$ cat config.mk
export PLATFORM = sky130hd
export DESIGN_NAME = uart_send
export DESIGN_NICKNAME = d
export VERILOG_FILES = /design/src/rtl/uart_send.sv
export SDC_FILE = /design/constraint.sdc
export NUM_CORES = 1
export LEC_CHECK = 0
export BUFFER_PORTS_ARGS = -buffer_cell sky130_fd_sc_hd__buf_2
export CAP_MARGIN = 20
export CORE_AREA = 2 2 44 62
export DETAILED_ROUTE_END_ITERATION = 8
export DIE_AREA = 0 0 46 64
export HOLD_SLACK_MARGIN = 0.03
export PLACE_DENSITY = 0.67
export RECOVER_POWER = 100
export SLEW_MARGIN = 20
export SYNTH_ARGS = -nofsm -noshare
export SYNTH_HDL_FRONTEND = slang
export SYNTH_SLANG_ARGS = --single-unit
$ cat constraint.sdc
create_clock -name CLK -period 5.4 [get_ports CLK]
set_input_delay 0.54 -clock CLK [delete_from_list [all_inputs] [get_ports CLK]]
set_output_delay 0.54 -clock CLK [all_outputs]
set_load 0.005 [all_outputs]
$ cat src/rtl/uart_send.sv
// 8N1 UART transmitter: one start bit, DATA_BITS data bits LSB-first, one stop bit.
// Every output comes straight from a flop, so TXD and IDLE cannot glitch.
module uart_send #(
  parameter int CLKS_PER_BIT = 27,
  parameter int DATA_BITS    = 8
) (
  input  logic                 CLK,
  input  logic                 RST,
  input  logic [DATA_BITS-1:0] DATA,
  input  logic                 DATA_READY,
  output logic                 TXD,
  output logic                 IDLE
);

  localparam int CNT_W = (CLKS_PER_BIT > 1) ? $clog2(CLKS_PER_BIT) : 1;
  localparam int IDX_W = (DATA_BITS > 1) ? $clog2(DATA_BITS) : 1;

  localparam logic [CNT_W-1:0] CNT_MAX = CNT_W'(CLKS_PER_BIT - 1);
  localparam logic [IDX_W-1:0] IDX_MAX = IDX_W'(DATA_BITS - 1);

  typedef enum logic [1:0] {
    S_IDLE,
    S_START,
    S_DATA,
    S_STOP
  } state_e;

  state_e                 state_q, state_d;
  logic [CNT_W-1:0]       clk_cnt_q, clk_cnt_d;
  logic [IDX_W-1:0]       bit_idx_q, bit_idx_d;
  logic [DATA_BITS-1:0]   shift_q, shift_d;
  logic                   txd_q, txd_d;
  logic                   idle_q, idle_d;

  logic                   bit_end;
  logic [IDX_W-1:0]       bit_idx_nxt;

  assign bit_end     = (clk_cnt_q == CNT_MAX);
  assign bit_idx_nxt = bit_idx_q + 1'b1;

  // The start bit is launched on the accepting edge itself, so the level
  // written to txd_d is always the one for the cycle that follows the edge.
  always_comb begin
    // NOTE: every _d gets a default first so no path leaves it unassigned (no latches).
    state_d   = state_q;
    clk_cnt_d = clk_cnt_q;
    bit_idx_d = bit_idx_q;
    shift_d   = shift_q;
    txd_d     = txd_q;
    idle_d    = idle_q;

    unique case (state_q)
      S_IDLE: begin
        txd_d     = 1'b1;
        idle_d    = 1'b1;
        clk_cnt_d = '0;
        bit_idx_d = '0;
        if (DATA_READY) begin
          shift_d = DATA;
          txd_d   = 1'b0;
          idle_d  = 1'b0;
          state_d = S_START;
        end
      end

      S_START: begin
        if (bit_end) begin
          clk_cnt_d = '0;
          bit_idx_d = '0;
          txd_d     = shift_q[0];
          state_d   = S_DATA;
        end else begin
          clk_cnt_d = clk_cnt_q + 1'b1;
        end
      end

      S_DATA: begin
        if (bit_end) begin
          clk_cnt_d = '0;
          if (bit_idx_q == IDX_MAX) begin
            txd_d   = 1'b1;
            state_d = S_STOP;
          end else begin
            bit_idx_d = bit_idx_nxt;
            txd_d     = shift_q[bit_idx_nxt];
          end
        end else begin
          clk_cnt_d = clk_cnt_q + 1'b1;
        end
      end

      S_STOP: begin
        if (bit_end) begin
          clk_cnt_d = '0;
          txd_d     = 1'b1;
          idle_d    = 1'b1;
          state_d   = S_IDLE;
        end else begin
          clk_cnt_d = clk_cnt_q + 1'b1;
        end
      end

      default: begin
        txd_d   = 1'b1;
        idle_d  = 1'b1;
        state_d = S_IDLE;
      end
    endcase
  end

  // Reset abandons any partial frame: the line goes high without a stop bit.
  always_ff @(posedge CLK or negedge RST) begin
    if (!RST) begin
      state_q   <= S_IDLE;
      clk_cnt_q <= '0;
      bit_idx_q <= '0;
      shift_q   <= '0;
      txd_q     <= 1'b1;
      idle_q    <= 1'b1;
    end else begin
      // NOTE: non-blocking assignments so every flop samples pre-edge values.
      state_q   <= state_d;
      clk_cnt_q <= clk_cnt_d;
      bit_idx_q <= bit_idx_d;
      shift_q   <= shift_d;
      txd_q     <= txd_d;
      idle_q    <= idle_d;
    end
  end

  assign TXD  = txd_q;
  assign IDLE = idle_q;

endmodule

### Yosys cells after proc, flatten, opt, wreduce, memory -nomap -nowiden

Cells that the tools add are included.

* $add $sub $neg: 2
* multiply operators: 0
* div/mod/pow operators: 0
* magnitude comparators: 1
* equality and inequality tests: 11
* shift-type cells: 0
* muxes and demuxes: 21
* bitwise logic cells: 0
* reductions and logical operators: 9

Operator list (count)
* != test 2 bit, second input constant: 6
* 2-to-1 mux 2 bit: 5
* case mux 5 bit (2 select lines): 1
* 2-to-1 mux 3 bit: 3
* case mux 3 bit (3 select lines): 1
* case mux 2 bit (4 select lines): 1
* 2-to-1 mux 1 bit: 6
* adder 5 x 1 -> 5 bit, second input constant: 1
* == test 5 bit, second input constant: 1
* 2-to-1 mux 5 bit: 1
* AND reduction 5 bit: 1
* == test 2 bit, second input constant: 2
* < comparator 3 x 4 -> 1 bit, second input constant: 1
* case mux 1 bit (4 select lines): 1
* AND reduction 2 bit: 2
* AND reduction 4 bit: 1
* adder 3 x 1 -> 3 bit, second input constant: 1
* binary-select mux 1 bit (select 3 bit): 1
* == test 3 bit, second input constant: 1
* AND reduction 3 bit: 1
* nonzero test 3 bit: 1
* OR reduction 3 bit: 1
* == test 2 x 1 -> 1 bit, second input constant: 1
* logical NOT 2 bit: 1
* 2 further kinds: 2

* register bits after elaboration: 20
* bits in latches: 0
* RAM bits: 0
* bits in read-only memories: 0
* bits of input ports: 11
* output and inout bits: 2
* word-level logic and storage cells: 50
* memories kept: 0

### Longest topological paths before layout

Gate-level depths: netlist of the first run.

* depth in word-level cells: 6
* gate-level depth with buffers: 7

### Least setup slack after synthesis of the first run

Ideal clock, no wire load.

* path kind: reg-to-reg
* start: register state_q[0]
* end: register bit_idx_q[0]
* data arrival time: 1.629 ns
* data required time: 5.331 ns
* path slack: 3.702 ns
* stages on the path, launching flop included: 8
* path buffers: 1
* clock period less this slack: 1.698 ns
* path through: dfrtp_1 inv_1 ha_1 buf_1 nor2_1 o21bai_4 or4b_1 nand3_1

* word-level cells in the longest chain between the ends: 3
* elaborated cells between the ends (all ways): 9
* those cells by class: 5 x eq/ne; 1 x mux; 3 x reduce/logical

Ends and longest elaborated chain
* start, declared: line 28 `state_e state_q, state_d;`
* start signal, assigned: line 122 `state_q <= state_d;`
* == test 2 bit (tied with other cells): line 52 `unique case (state_q)`
* != test 2 bit (no line) or nonzero test 3 bit (tied branches)
* AND reduction 4 bit (no line)
* end signal, assigned: line 124 `bit_idx_q <= bit_idx_d;`
* end, declared: line 30 `logic [IDX_W-1:0] bit_idx_q, bit_idx_d;`

Several ways; a longest one is shown, not always the timed one.
A chain may end at the register's enable or synchronous reset.

### Worst setup path after layout of the first run

* start: register bit_idx_q[0]
* end: register txd_q, in the netlist TXD

* word-level cells in the longest chain between the ends: 6
* elaborated cells between the ends (all ways): 7
* those cells by class: 1 x add/sub; 1 x eq/ne; 5 x mux

Ends and longest elaborated chain
* adder 3 x 1 -> 3 bit: line 39 `assign bit_idx_nxt = bit_idx_q + 1'b1;`
* binary-select mux 1 bit (select 3 bit): line 85 `txd_d = shift_q[bit_idx_nxt];`
* 2-to-1 mux 1 bit (implied by the code): line 85
* 2-to-1 mux 1 bit *: line 80 `if (bit_idx_q == IDX_MAX) begin`
* 2-to-1 mux 1 bit *: line 78 `if (bit_end) begin`
* case mux 1 bit (4 select lines) *: line 52
* end signal, assigned: line 126 `txd_q <= txd_d;`
* end, declared: line 32 `logic txd_q, txd_d;`

Every way passes the cells marked *; elsewhere a longest branch is shown, timed or not. The select of a mux whose other input is x is not followed.

==> results.yml, run 1 <==
layout:
  syn_to_final_growth_pct: 9.91
  diodes: 0
  layout_common_cells: "dfrtp_1, buf_2, ha_1"
  fin_area_sq_mm: 0.00121
  drive_above_1_share_pct: 22.5
  fillCellCount: 222
  nets: 133
  multiInputGateArea_sq_um: 549
  final_common_cell: "dfrtp_1"
  seqCellArea_sq_um: 503
sta:
  fin_skew_ns: 0.00311
  finalHoldViolCount: 0
  fin_setup_tns_ns: 0
  fin_crit_sh_pct: 34.0
  final_max_slew_viol_count: 0
  tightestPinTransition_ns: 1.09
  period_minus_slack_ns: 1.84
  rsz0062_at_grt: "false"
  timing.fmax_ghz: 0.545
  timing.slew.headroom_pct: 27.2
  finalSetupViolCount: 0
placement:
  gp_congestion: 0.760
  dp.final_hpwl_um: 1390
  place_area_sq_mm: 0.00117
  place.port_buffers: 12
pwr:
  p_switching_w: 0.000243
  pwr-share-comb_pct: 42.0
  clkPwrFrac_pct: 17.8
  seqPwrFrac_pct: 40.1
  intPower_w: 0.000443
  ir_drop_mv: 0.315
  power_density_mw_per_mm2: 568
  swShare_pct: 35.4
  leakage_nw: 0.556
clocking:
  numClockSinks: 20
  cts_tree: "done"
  htreeDepth: 1
  cts_hold_buffers: 0
  clk-insertion-delay-late_ns: 0.30
  postCtsSetupBuffers: 0
  cts-resized-gates: 0
  cts_root_buf: "clkbuf_4"
  clockBufferDepth: 2
  cts_made_buffers: 3
  path_clk_slew_ns: 0.11
logic_synthesis:
  synth-xor-area-share_pct: 1.59
  syn_nets: 119
  synth-main-ff-cell: "dfrtp_1"
  synth-simple-area-share_pct: 13.0
  netlist_instances: 98
  ys_seq_area_share_pct: 45.8
  synthDistinctLibCells: 31
  ys_async_sr_fraction_pct: 100
  synth_compound_area_share_pct: 11.0
  synth_top_area_share_pct: 41.0
  ys_warn_count: 0
  yosys.area_share.adder_pct: 11.4
  syn_avg_cell_area_sq_um: 11.2
  synth_top_family_by_area: "multiplexers"
  synth_area_sq_mm: 0.00110
  synth_edf_count: 0
  yosysTopAreaCell: "dfrtp_1"
  synth.ff_latch_count: 20
  yosys-top-cells-area: "dfrtp_1, ha_1, mux2_2"
  muxShareOfSynthArea_pct: 14.0
critical_path:
  cp-end-kind: "register"
  cp_data_required_time_ns: 5.64
  critPathLaunchType: "register"
  worstReg2RegStart: "bit_idx_q[0]$_DFFE_PN0P_"
  cp_data_arrival_time_ns: 2.07
  setup.worst_path.class: "reg -> reg"
  crit_start: "bit_idx_q[0]$_DFFE_PN0P_"
  critPathMaxFanout: 7
detailed_routing:
  finalWirelength_um: 1820
  remaining_drc_errors: 0
  top_layer: "met4"
  route.met3.wl_um: 52
  ant_nets: 0
  wl_met1_um: 827
  wl_per_cell_um: 13.6
  wl_met2_um: 894
  drt-initial-drc-count: 14
  via_per_inst: 5.64
  drtPass1Iterations: 3
  dr_total_vias: 756
grt:
  grt_pass1_vias: 763
  antenna_found_initial: 0
  grt_usage_pct: 15.3
  grt_max_degree: 21
  grt_overflow: 0
  grt_first_pass_wirelength_um: 3320
floorplanning:
  die-height_um: 64
  die_area_sq_mm: 0.00294
  row_count: 21
  io_pins: 13
  core_sq_mm: 0.00236
  die_x_um: 46
  initial_core_util_pct: 46.5
job:
  cap_violations: 0
worst_hold_path:
  hp-class: "in -> async"
outcome:
  status: "completed"
[sequential cells by signal, summed over array words and instances (netlist names)]
register / flops
IDLE: 1
TXD: 1
clk_cnt_q: 5
shift_q: 8
state_q: 2
bit_idx_q: 3
[power by group through the flow]
stage	Combinational [W]	Sequential (W)	Clock [W]
finish	0.000288	0.000275	0.000122
global route	0.000333	0.000287	0.000133
CTS	0.000301	0.000277	0.000125
detailed placement	0.000300	0.000281	0
global placement	0.000288	0.000277	0
floorplan	0.000245	0.000263	0
[worst max-delay path: stages, from the launching register on]
cell and delay [ns]:
dfrtp_1 0.50, ha_1 0.25, ha_1 0.34, mux4_2 0.31, a2bb2oi_1 0.14, a21oi_1 0.14
o21ai_0 0.10
[cells by family (layout without fill, tap and decap cells)]
logic type / count (synthesis) / count (layout)
compound gates: 17 / 17
mux: 13 / 13
simple gates: 29 / 29
xor+xnor: 2 / 2
buf+inv: 7 / 20
fa+ha+maj: 10 / 10
flops: 20 / 20
[synthesized netlist by cell type, types with 2 or more instances]
| cell type | n |
|---|---|
| dfrtp_1 | 18 |
| nand2_1 | 7 |
| a21oi_1 | 3 |
| o21ai_0 | 6 |
| ha_1 | 10 |
| o311ai_0 | 2 |
| inv_1 | 4 |
| nand3_1 | 7 |
| mux2_2 | 8 |
| mux2i_1 | 3 |
| dfstp_2 | 2 |
| nor2_1 | 8 |
| nor2b_1 | 2 |
[routing by layer]
metal	up-vias	GRT usage, %
li1	371	-
met1	366	21.0
met2	14	23.3
met3	5	1.69
met4	0	7.50
met5	-	0
[cell type report]
| class | count | share of cell area [%] |
|---|---|---|
| clock buffers | 3 | 1.87 |
| clock inverters | 1 | 2.49 |
| inverters | 4 | 1.24 |
| multi-input cells | 71 | 45.5 |
| flip-flops and latches | 20 | 41.7 |
| well taps | 23 | 2.38 |
| repair buffers | 12 | 4.87 |
[through the flow]
stage | hold WS [ns] | cells | util (%) | power (W) | worst slack, ns
floorplan | 0.244 | 98 | - | 0.000508 | 3.70
global placement | 0.468 | 130 | 49.4 | 0.000565 | 3.58
detailed placement | 0.479 | 130 | 49.4 | 0.000582 | 3.56
CTS | 0.179 | 134 | 51.6 | 0.000704 | 3.54
global route | 0.436 | 134 | 51.1 | 0.000754 | 3.42
finish | 0.404 | 134 | 51.1 | 0.000686 | 3.56
[path summary, 6_finish.rpt]
check / end / slack, ns / cells past startpoint
max: TXD$_DFFE_PN1P_ / 3.56 / 6
min: clk_cnt_q[2]$_DFF_PN0_ / 0.40 / 1
max reg2reg: TXD$_DFFE_PN1P_ / 3.56 / 6
min reg2reg: clk_cnt_q[0]$_DFF_PN0_ / 0.50 / 1
max in group asynchronous: shift_q[0]$_DFFE_PN0P_ / 4.35 / 1
min in group CLK: shift_q[1]$_DFFE_PN0P_ / 0.46 / 2
Power figures use the tool's default switching activity.
==> run 2: changes to the inputs <==
ABC_AREA = 1   (was not set)
clock period = 1.89 ns   (was 5.4 ns; I/O delays follow)
==> run 2 against run 1 <==
Against the previous run: sequential cell count unchanged; global-route usage down 0.73 points; die area unchanged; sequential power grew to 2.7 times the previous value; largest cell class unchanged; largest power group unchanged; highest routed layer unchanged.
==> results.yml, run 2 <==
logic_synthesis:
  synth_edf_count: 0
  synth_top_area_share_pct: 41.6
  synth.ff_latch_count: 20
  ys_async_sr_fraction_pct: 100
  synth-main-ff-cell: "dfrtp_1"
  synth_area_sq_mm: 0.00108
  synthTopCellsByCount: "nand2_1, dfrtp_1, inv_1"
  synthDistinctLibCells: 21
  syn_nets: 135
  ys_seq_area_share_pct: 46.5
  netlist_instances: 114
  syn_avg_cell_area_sq_um: 9.49
  ys_warn_count: 0
  synth_most_common_cell: "nand2_1"
  yosysTopAreaCell: "dfrtp_1"
  yosys-top-cells-area: "dfrtp_1, ha_1, nand2_1"
grt:
  grt_max_degree: 21
  antenna_found_initial: 0
  grt_first_pass_wirelength_um: 3290
  grt_overflow: 0
  grt_pass1_vias: 780
  grt_usage_pct: 14.6
clocking:
  numClockSinks: 20
  clockBufferDepth: 2
  clk-insertion-delay-late_ns: 0.29
  path_clk_slew_ns: 0.10
  cts_tree: "done"
  cts_root_buf: "clkbuf_4"
  cts_made_buffers: 3
  htreeDepth: 1
  cts-resized-gates: 0
floorplanning:
  die_x_um: 46
  die_area_sq_mm: 0.00294
  die-height_um: 64
  initial_core_util_pct: 45.8
  row_count: 21
  io_pins: 13
  core_sq_mm: 0.00236
pwr:
  ir_drop_mv: 0.764
  leakage_nw: 0.612
  power_density_mw_per_mm2: 1490
detailed_routing:
  drt-initial-drc-count: 21
  drtPass1Iterations: 3
  ant_nets: 0
  remaining_drc_errors: 0
  wl_per_cell_um: 11.3
  dr_total_vias: 766
  finalWirelength_um: 1730
  via_per_inst: 5.01
layout:
  diodes: 0
  final-instance-count-excl-fill: 153
  largest_register_ffs: 8
  final_common_cell: "nand2_1"
  reg_top3: "shift_q (8), clk_cnt_q (5), bit_idx_q (3)"
  syn_to_final_growth_pct: 10.2
  nets: 153
  layout_common_cells: "nand2_1, dfrtp_1, inv_1"
  drive_above_1_share_pct: 23.1
  largest_register: "shift_q"
sta:
  finalHoldViolCount: 0
  timing.slew.headroom_pct: 31.2
  final_max_slew_viol_count: 0
  timing.fmax_ghz: 0.591
  tightestPinTransition_ns: 1.03
  fin_skew_ns: 0.00369
  period_minus_slack_ns: 1.69
  rsz0062_at_grt: "false"
  finalSetupViolCount: 0
  fin_setup_tns_ns: 0
  fin_crit_sh_pct: 89.5
critical_path:
  crit_chain: "inv_1 -> ha_1 -> or2_4 -> o21ai_1 -> nand3_2 -> clkinv_2 -> o21ai_1 -> o21ai_2"
  setup.worst_path.class: "reg -> reg"
  critPathMaxFanout: 6
  slowest_stage: "dfrtp_1"
  cp-end-kind: "register"
  critPathMaxStageDelay_ns: 0.41
  cp_data_arrival_time_ns: 1.91
  cpMostUsedCell: "o21ai_1"
  crit_start: "state_q[0]$_DFFE_PN0P_"
  critPathLaunchType: "register"
  worstReg2RegStart: "state_q[0]$_DFFE_PN0P_"
  cp_data_required_time_ns: 2.11
worst_hold_path:
  min_from: "DATA[1]"
  hp-class: "in -> reg"
outcome:
  status: "completed"
placement:
  place.port_buffers: 12
  placed_cells: 149
  gp_congestion: 0.843
  dp.final_hpwl_um: 1350
job:
  cap_violations: 0
## run 2: cell types whose count changed after synthesis, sizes merged, moves of 3 or more
cell   before  now
buf         3    0
nand3       7   12
nand2       7   26
mux2i       3    0
inv         4   16
## run 2: report_power, final
group / internal (W) / switching [W]
logic: 0.000388 / 0.000460
registers: 0.000617 / 0.000121
clock network: 0.0000739 / 0.000118
total: 0.00108 / 0.000700
## run 2: final timing paths
kind / end / slack (ns) / cells after the start
worst max-delay path: state_q[0]$_DFFE_PN0P_ / 0.20 / 8
worst min-delay path: shift_q[1]$_DFFE_PN0P_ / 0.12 / 2
worst max register to register: state_q[0]$_DFFE_PN0P_ / 0.20 / 8
worst min register to register: TXD$_DFFE_PN1P_ / 0.47 / 2
max in group asynchronous: clk_cnt_q[0]$_DFF_PN0_ / 0.68 / 2
min in group asynchronous: clk_cnt_q[4]$_DFF_PN0_ / 0.59 / 2
## run 2: metal layers
layer  up-vias  global-route usage, %  wire length [um]
li1        395                      -                 -
met4         0                   5.36                20
met2         9                   22.0               810
met3         2                   2.54                55
met1       360                   20.3               838
met5         -                      0                 0
## run 2: kinds of logic after synthesis
kind of cell / after synthesis / share of synthesized area [%]
muxes: 8 / 8.32
AOI/OAI and AO/OA: 9 / 5.55
DFF: 20 / 46.5
adders and majority gates: 10 / 11.6
buffers and inverters: 17 / 6.01
xor gates and xnor gates: 3 / 2.43
and+or+nand+nor: 47 / 19.7
## run 2: final cells by class
class,instances,area (sq um)
fillers,229,1170
multi-input cells,77,504
flip-flops and latches,20,503
repair buffers,13,68.8
inverters,17,65.1
well taps,23,28.8
clock buffers,3,22.5
## run 2: what timing repair did
action	in CTS	in global routing
hold endpoints to repair	18	0
setup buffers	0	0
endpoints found under the setup margin	0	0
hold buffers	1	0
## run 2: metrics by stage
stage | area, sq um | total power [W] | hold WS, ns | utilization [%] | setup WS, ns
floorplan | 1080 | 0.00143 | -0.107 | - | 0.398
global placement | 1170 | 0.00158 | 0.157 | 49.5 | 0.351
detailed placement | 1170 | 0.00162 | 0.164 | 49.5 | 0.285
CTS | 1200 | 0.00182 | 0.111 | 50.9 | 0.276
global route | 1190 | 0.00199 | 0.114 | 50.4 | 0.0633
finish | 1190 | 0.00178 | 0.125 | 50.4 | 0.199
## run 2: critical path: cells and delay by family (launching register included)
| kind | cells | cell delay, ns |
|---|---|---|
| DFF | 1 | 0.41 |
| AOI/OAI and AO/OA | 3 | 0.38 |
| and+or+nand+nor | 2 | 0.37 |
| adders and majority gates | 1 | 0.27 |
| buffers and inverters | 2 | 0.21 |
